**src/rtl/board_line_clear.sv**
```systemverilog
// Row-compaction pass over the 10x20 Tetris board RAM. It scans bottom-up for full rows,
// shifts surviving rows down, zero-fills the rows freed at the top and counts cleared lines.
module board_line_clear #(
    parameter int COLS       = 10,
    parameter int ROWS       = 20,
    parameter int BASE_ADDR  = 0,
    parameter int ADDR_WIDTH = 12,
    parameter int DATA_WIDTH = 32
) (
    input  logic                  clock,
    input  logic                  reset,
    input  logic                  start,
    output logic                  busy,
    output logic                  done,
    output logic [4:0]            lines_cleared,
    output logic                  mem_req,
    input  logic                  mem_grant,
    output logic [ADDR_WIDTH-1:0] mem_addr,
    output logic                  mem_wEn,
    output logic [DATA_WIDTH-1:0] mem_dataOut,
    input  logic [DATA_WIDTH-1:0] mem_dataIn
);
    localparam int CW = (COLS > 1) ? $clog2(COLS) : 1;
    localparam int RW = (ROWS > 1) ? $clog2(ROWS) : 1;
    localparam int DW = RW + 1;

    typedef enum logic [2:0] {IDLE, READ, CHECK, WRITE, FILL, DONE} state_t;

    state_t               state_q, state_d;
    logic [RW-1:0]        s_q, s_d;
    logic signed [DW-1:0] d_q, d_d;
    logic [CW-1:0]        col_q, col_d;
    logic                 full_q, full_d;
    logic [4:0]           lines_q, lines_d;
    logic                 rd_vld_q, rd_vld_d;
    logic [CW-1:0]        rd_col_q, rd_col_d;
    logic [2:0]           buf_q [COLS];
    logic [2:0]           buf_d [COLS];

    logic          occ, full_now, last_col, advance, addr_en;
    logic [RW-1:0] row_sel;
    int            addr_int;
    logic          unused_hi;

    assign unused_hi = ^mem_dataIn[DATA_WIDTH-1:3];

    always_comb begin
        state_d     = state_q;
        s_d         = s_q;
        d_d         = d_q;
        col_d       = col_q;
        full_d      = full_q;
        lines_d     = lines_q;
        rd_vld_d    = 1'b0;
        rd_col_d    = col_q;
        buf_d       = buf_q;
        advance     = 1'b0;
        addr_en     = 1'b0;
        row_sel     = s_q;
        mem_wEn     = 1'b0;
        mem_dataOut = '0;

        occ      = |mem_dataIn[2:0];
        full_now = full_q & (~rd_vld_q | occ);
        last_col = (col_q == CW'(COLS - 1));

        // A read granted last cycle lands now, even if the port is stalled this cycle.
        if (rd_vld_q) begin
            buf_d[rd_col_q] = mem_dataIn[2:0];
            full_d          = full_now;
        end

        unique case (state_q)
            IDLE: begin
                if (start) begin
                    state_d = READ;
                    s_d     = RW'(ROWS - 1);
                    d_d     = DW'(ROWS - 1);
                    col_d   = '0;
                    lines_d = '0;
                    full_d  = 1'b1;
                end
            end
            READ: begin
                addr_en = 1'b1;
                if (mem_grant) begin
                    rd_vld_d = 1'b1;
                    col_d    = last_col ? '0 : col_q + CW'(1);
                    if (last_col) state_d = CHECK;
                end
            end
            CHECK: begin
                if (full_now) begin
                    lines_d = lines_q + 5'd1;
                    advance = 1'b1;
                end else if (d_q != DW'(s_q)) begin
                    state_d = WRITE;
                end else begin
                    d_d     = d_q - DW'(1);
                    advance = 1'b1;
                end
            end
            WRITE: begin
                addr_en = 1'b1;
                row_sel = d_q[RW-1:0];
                if (mem_grant) begin
                    mem_wEn     = 1'b1;
                    mem_dataOut = {{(DATA_WIDTH-3){1'b0}}, buf_q[col_q]};
                    col_d       = last_col ? '0 : col_q + CW'(1);
                    if (last_col) begin
                        d_d     = d_q - DW'(1);
                        advance = 1'b1;
                    end
                end
            end
            FILL: begin
                if (d_q[DW-1]) begin
                    state_d = DONE;
                end else begin
                    addr_en = 1'b1;
                    row_sel = d_q[RW-1:0];
                    if (mem_grant) begin
                        mem_wEn = 1'b1;
                        col_d   = last_col ? '0 : col_q + CW'(1);
                        if (last_col) d_d = d_q - DW'(1);
                    end
                end
            end
            DONE:    state_d = IDLE;
            default: state_d = IDLE;
        endcase

        // Shared end-of-row step: move to the next source row, or zero-fill once row 0 is done.
        if (advance) begin
            if (s_q == '0) begin
                state_d = FILL;
            end else begin
                s_d     = s_q - RW'(1);
                state_d = READ;
                full_d  = 1'b1;
            end
        end

        addr_int = BASE_ADDR + int'(row_sel) * COLS + int'(col_q);
        mem_addr = addr_en ? ADDR_WIDTH'(addr_int) : '0;
    end

    assign busy          = (state_q != IDLE) && (state_q != DONE);
    assign done          = (state_q == DONE);
    assign mem_req       = busy;
    assign lines_cleared = lines_q;

    always_ff @(posedge clock) begin
        if (reset) begin
            state_q  <= IDLE;
            s_q      <= '0;
            d_q      <= '0;
            col_q    <= '0;
            full_q   <= 1'b0;
            lines_q  <= '0;
            rd_vld_q <= 1'b0;
            rd_col_q <= '0;
        end else begin
            state_q  <= state_d;
            s_q      <= s_d;
            d_q      <= d_d;
            col_q    <= col_d;
            full_q   <= full_d;
            lines_q  <= lines_d;
            rd_vld_q <= rd_vld_d;
            rd_col_q <= rd_col_d;
        end
    end

    always_ff @(posedge clock) begin
        buf_q <= buf_d;
    end

endmodule

```
**config.mk**
```make
export PLATFORM = sky130hd
export DESIGN_NAME = board_line_clear
export DESIGN_NICKNAME = d
export VERILOG_FILES = /design/src/rtl/board_line_clear.sv
export SDC_FILE = /design/constraint.sdc
export NUM_CORES = 1
export LEC_CHECK = 0
export BUFFER_PORTS_ARGS = -buffer_cell sky130_fd_sc_hd__buf_4
export CORE_ASPECT_RATIO = 0.5
export CORE_MARGIN = 4
export CORE_UTILIZATION = 58
export DETAILED_ROUTE_END_ITERATION = 10
export PLACE_DENSITY = 0.86
export SLEW_MARGIN = 5
export SYNTH_ARGS = -nofsm -noshare
export SYNTH_HDL_FRONTEND = slang
export SYNTH_SLANG_ARGS = --single-unit
```
**constraint.sdc**
```tcl
create_clock -name clock -period 5.2 [get_ports clock]
set_clock_uncertainty 0.1 [all_clocks]
set_input_delay 0.26 -clock clock [delete_from_list [all_inputs] [get_ports clock]]
set_output_delay 0.26 -clock clock [all_outputs]
set_load 0.05 [all_outputs]
```
# Yosys cells after proc, flatten, opt, wreduce, memory -nomap -nowiden
# Cells that the tools add are included.
# W data, S select, Z words.
dict set report word_totals {
  regBits 59
  latch_bits 0
  ramBits 0
  rom_bits 0
  inputBits 36
  output_inout_bits 53
  memories 0
}
dict set report classes {
  add_sub_neg 5
  n_mul 1
  div 0
  magnitude_cmp 3
  n_eq_ne 24
  n_shift 0
  n_mux 56
  bitwise 6
  reduce_logical 16
}
# cell n
set op_table {}
lappend op_table {{$mux W6} 8}
lappend op_table {{$mux W3} 13}
lappend op_table {{$mux W5} 7}
lappend op_table {{$bwmux W30} 1}
lappend op_table {{$pmux W6 S4} 1}
lappend op_table {{$ne A3 B3 Y1 const B} 7}
lappend op_table {{$ne A2 B2 Y1 const B} 10}
lappend op_table {{$pmux W5 S2} 2}
lappend op_table {{$mux W4} 4}
lappend op_table {{$pmux W3 S5} 1}
lappend op_table {{$bmux W3 S4} 1}
lappend op_table {{$demux W3 S4} 1}
lappend op_table {{$mux W1} 12}
lappend op_table {{$pmux W4 S3} 1}
lappend op_table {{$add A9 B4 Y10} 1}
lappend op_table {{$ge A5 B5 Y1 const B} 2}
lappend op_table {{$mux W10} 1}
lappend op_table {{$not A4 Y5} 2}
lappend op_table {{$reduce_and A9 Y1} 1}
lappend op_table {{$mul A5 B3 Y8 const B} 1}
lappend op_table {{$reduce_and A7 Y1} 1}
lappend op_table {{$eq A3 B2 Y1 const B} 2}
lappend op_table {{$eq A3 B3 Y1 const B} 2}
lappend op_table {{$ne A6 B5 Y1} 1}
lappend op_table {{21 further kinds} 28}

# Depth between registers and ports, before layout
dict set report logic_depth {
  ltp_word 8
  mapped_depth 13
  mapped_depth_nobuf 12
}

# Worst setup path before layout
# No wires, ideal clock.
dict set report synth_timing {
  kind {flip-flop to output port}
  from {reg d_q[5]}
  to {out mem_addr[8]}
  arrival_ns 3.730
  t_required_ns 4.840
  setup_slack_ns 1.110
  stages_incl_launch_ff 13
  n_path_buf 1
  path_cell_list {dfxtp_1 -> buf_6 -> or4b_4 -> nand2_4 -> mux2_2 -> ha_1 -> ha_1 -> nand2_1 -> a2111oi_0 -> a2111oi_2 -> xnor2_2 -> a21o_1 -> a21oi_1}
}
dict set report synth_between {
  elab_chain_cells 5
  word_cells_on_any_way 7
}
# element line_no
set synth_rtl {}
lappend synth_rtl {{start: declaration} 31} ;# logic signed [DW-1:0] d_q, d_d;
lappend synth_rtl {{start signal: assignment} 157} ;# d_q <= '0;
lappend synth_rtl {{start signal: assignment} 166} ;# d_q <= d_d;
lappend synth_rtl {{$mux W5} 117} ;# if (d_q[DW-1]) begin
lappend synth_rtl {{$pmux W5 S2} 73} ;# unique case (state_q)
lappend synth_rtl {{$mul A5 B3 Y8} 144} ;# addr_int = BASE_ADDR + int'(row_sel) * COLS + int'(col_q);
lappend synth_rtl {{$add A9 B4 Y10} 144}
lappend synth_rtl {{$mux W10 *} 145} ;# mem_addr = addr_en ? ADDR_WIDTH'(addr_int) : '0;
lappend synth_rtl {{end: declaration} 18} ;# output logic [ADDR_WIDTH-1:0] mem_addr,
# Every way passes the cells marked *; elsewhere a longest branch is shown, timed or not.

# Final worst setup path
dict set report layout_timing {
  from {reg state_q[0]}
  to {out mem_addr[8]}
}
dict set report layout_between {
  elab_chain_cells 5
  word_cells_on_any_way 9
}
# element line_no
set layout_rtl {}
lappend layout_rtl {{start: declaration} 29} ;# state_t state_q, state_d;
lappend layout_rtl {{start signal: assignment} 164} ;# state_q <= state_d;
lappend layout_rtl {{$eq A3 B3 Y1 or $eq A3 B2 Y1 (tied branches)} 73}
lappend layout_rtl {{$pmux W5 S2} 73}
lappend layout_rtl {{$mul A5 B3 Y8} 144}
lappend layout_rtl {{$add A9 B4 Y10} 144}
lappend layout_rtl {{$mux W10 *} 145}
# Marked as above.

==> flow_metrics.tcl <==
set metrics [dict create \
    status "finished, final reports clean" \
    finalCritPeriodShare_pct 84.1 \
    synth-main-ff-cell "edfxtp_1" \
    cts_setup_buffers 0 \
    synthDistinctLibCells 65 \
    clk_pin_slew_worst_paths_ns 0.06 \
    fmax_mhz 229 \
    worst_ir_drop_vdd_uv 240 \
    fin_nets 438 \
    syn_to_final_growth_pct 11.5 \
    ys_seq_area_share_pct 40.7 \
    tns_ns 0 \
    cp_slowest_cell "or4b_4" \
    antenna_found_initial 0 \
    finalSetupViolCount 0 \
    cts_buffers 9 \
    slowest_delay_ns 0.60 \
    cts_tree "built" \
    diodes 0 \
    grt_pass1_wl_um 13700 \
    grt.total_usage_pct 22.6 \
    maxCapViolations 0 \
    holdWs_ns 0.0999 \
    rsz0062_at_grt "no" \
    first_global_vias 2817 \
    ctsResizeCount 0 \
    slew_violations 0 \
    root_buffer "clkbuf_16" \
    crit_arrival_ns 4.01 \
    cp_common_cell "ha_1" \
    hold_path_class "input port to flip-flop" \
    vias 2813 \
    critPathLaunchType "flip-flop" \
    drive_above_1_share_pct 16.5 \
    ys_ff_latch 59 \
    dp_cells 465 \
    maxSlewHeadroom_pct 38.5 \
    grt-ovfl-total 0 \
    setup_ws_ns 0.825 \
    gp_congestion 0.879 \
    instances_no_fill 481 \
    viasPerCell 5.85 \
    synthCells 362 \
    ios 89 \
    grt_max_degree 26 \
    regArea_mm2 0.00148 \
    route.antenna.remaining_nets 0 \
    crit_fanout 16 \
    firstDrtPassIters 5 \
    clock-sinks 59 \
    synth.avg_cell_area_um2 10.0 \
    nFillCells 451 \
    core_area_mm2 0.00608 \
    yosysWarnings 0 \
    hold_violations 0 \
    endpoint_kind "primary output" \
    worst_slew_pin_slew_ns 0.921 \
    drtIter0Drc 223 \
    die_x_um 120 \
    holdBufCountCts 0 \
    synth_commonest_cells "nor2_1, buf_4, edfxtp_1, dfxtp_1, nand2_1" \
    min_period_ns 4.37 \
    worstPathCellList "or4b_4, nand2_4, mux2_2, ha_1, ha_1, nand2_1, a2111oi_0, a2111oi_2, xnor2_2, a21o_1, a21oi_1, buf_4" \
    die-area_mm2 0.00768 \
    pre_cts_slack_ns 1.14 \
    synth_enable_flop_cells 30 \
    synth_area_mm2 0.00364 \
    dp_hpwl_um 5600 \
    crit_buf_inv 1 \
    cts-htree-levels 3 \
    die_y_um 64.0 \
    cts_buffer_depth 2 \
    path_class "flip-flop to primary output" \
    io_buffer_count 28 \
    post_drt_wl_per_cell_um 16.9 \
    synth.most_common_cell "nor2_1" \
    power_density_mw_per_mm2 299 \
    synth_top_area_share_pct 24.8 \
    floorplan.initialDensity_pct 59.8 \
    drc 0 \
    path_delay_family "compound AO/OA/AOI/OAI gates" \
    clock_latency_ns 0.33 \
    p_leak_nw 1.60 \
    critPathRequiredTime_ns 4.84 \
    rows 20 \
    wirelength_um 8130 \
    multi_input_area_mm2 0.00193 \
    async_reset_ff_share_pct 0 \
    synth_top_area_cell "edfxtp_1" \
    synth_area_leaders "edfxtp_1, dfxtp_1, buf_4, ha_1, nor2_1" \
]
## layout by cell type, fill, tap and decap left out, types with 3 or more instances in the layout
master,count
nor2_1,37
conb_1,31
edfxtp_1,30
dfxtp_1,29
buf_4,29
nand2_1,22
a21oi_1,16
xor2_1,12
ha_1,12
nor2b_1,11
o21ai_0,11
inv_1,10
nor3_1,9
nand2b_1,9
mux2i_1,9
clkbuf_16,9
and2_1,7
nand3b_1,6
mux4_2,6
a211oi_1,5
nand3_1,5
o21a_1,5
a21o_1,4
o22ai_1,4
a31oi_1,3
nand4_1,3
mux2_2,3
xnor2_1,3
## cell type report
class                           count  share of cell area (%)
Inverter                           11                    1.02
Multi-Input combinational cell    278                    47.5
Sequential cell                    59                    36.5
Clock buffer                        9                    5.56
Timing Repair Buffer               29                    5.37
Tap cell                           88                    2.72
Clock inverter                      7                    1.27
## state kept, by name, indices dropped and copies added, names as in the netlist
register / cells
lines_cleared: 5
s_q: 5
rd_col_q: 4
d_q: 6
col_q: 4
state_q: 3
full_q: 1
rd_vld_q: 1
buf_q: 30
## routing by layer
metal,wire length (um),global-route usage (%)
met1,3210,25.4
met2,4230,40.8
met3,509,5.84
met4,177,10.1
met5,0,0
## through the flow
stage	util (%)	total power, mW	area [um2]
2_1_floorplan	-	0.661	3750
3_3_place_gp	62.1	0.667	3780
3_5_place_dp	62.1	0.673	3780
4_1_cts	66.7	1.21	4050
5_1_grt	66.7	1.25	4050
6_report	66.7	1.21	4050
## report_power, final
group | total [mW] | switching, mW | internal (mW)
sequential | 0.510 | 0.0148 | 0.496
combinational | 0.156 | 0.116 | 0.0409
clock | 0.546 | 0.222 | 0.324
## cell families after synthesis
| logic type | after synthesis | share of synthesized area (%) |
|---|---|---|
| compound gates | 69 | 13.0 |
| other cells | 1 | 0.103 |
| xor+xnor | 16 | 4.06 |
| flops | 59 | 40.7 |
| fa+ha+maj | 14 | 5.23 |
| buf+inv | 55 | 9.39 |
| mux | 19 | 7.53 |
| simple gates | 129 | 20.0 |
## path summary, 6_finish.rpt
check	startpoint	endpoint	slack, ns	cells past startpoint
hold reg to reg	lines_cleared[4]$_SDFFE_PP0P_	lines_cleared[4]$_SDFFE_PP0P_	0.42	2
setup / recovery	state_q[0]$_SDFFE_PP0P_	mem_addr[8]	0.83	12
hold / removal	mem_dataIn[2]	buf_q[5]$_DFFE_PP_	0.1	1
setup reg to reg	col_q[0]$_SDFFE_PP0P_	d_q[2]$_SDFFE_PP0P_	2.52	5
Note: power is estimated with default switching activity, not from simulation.
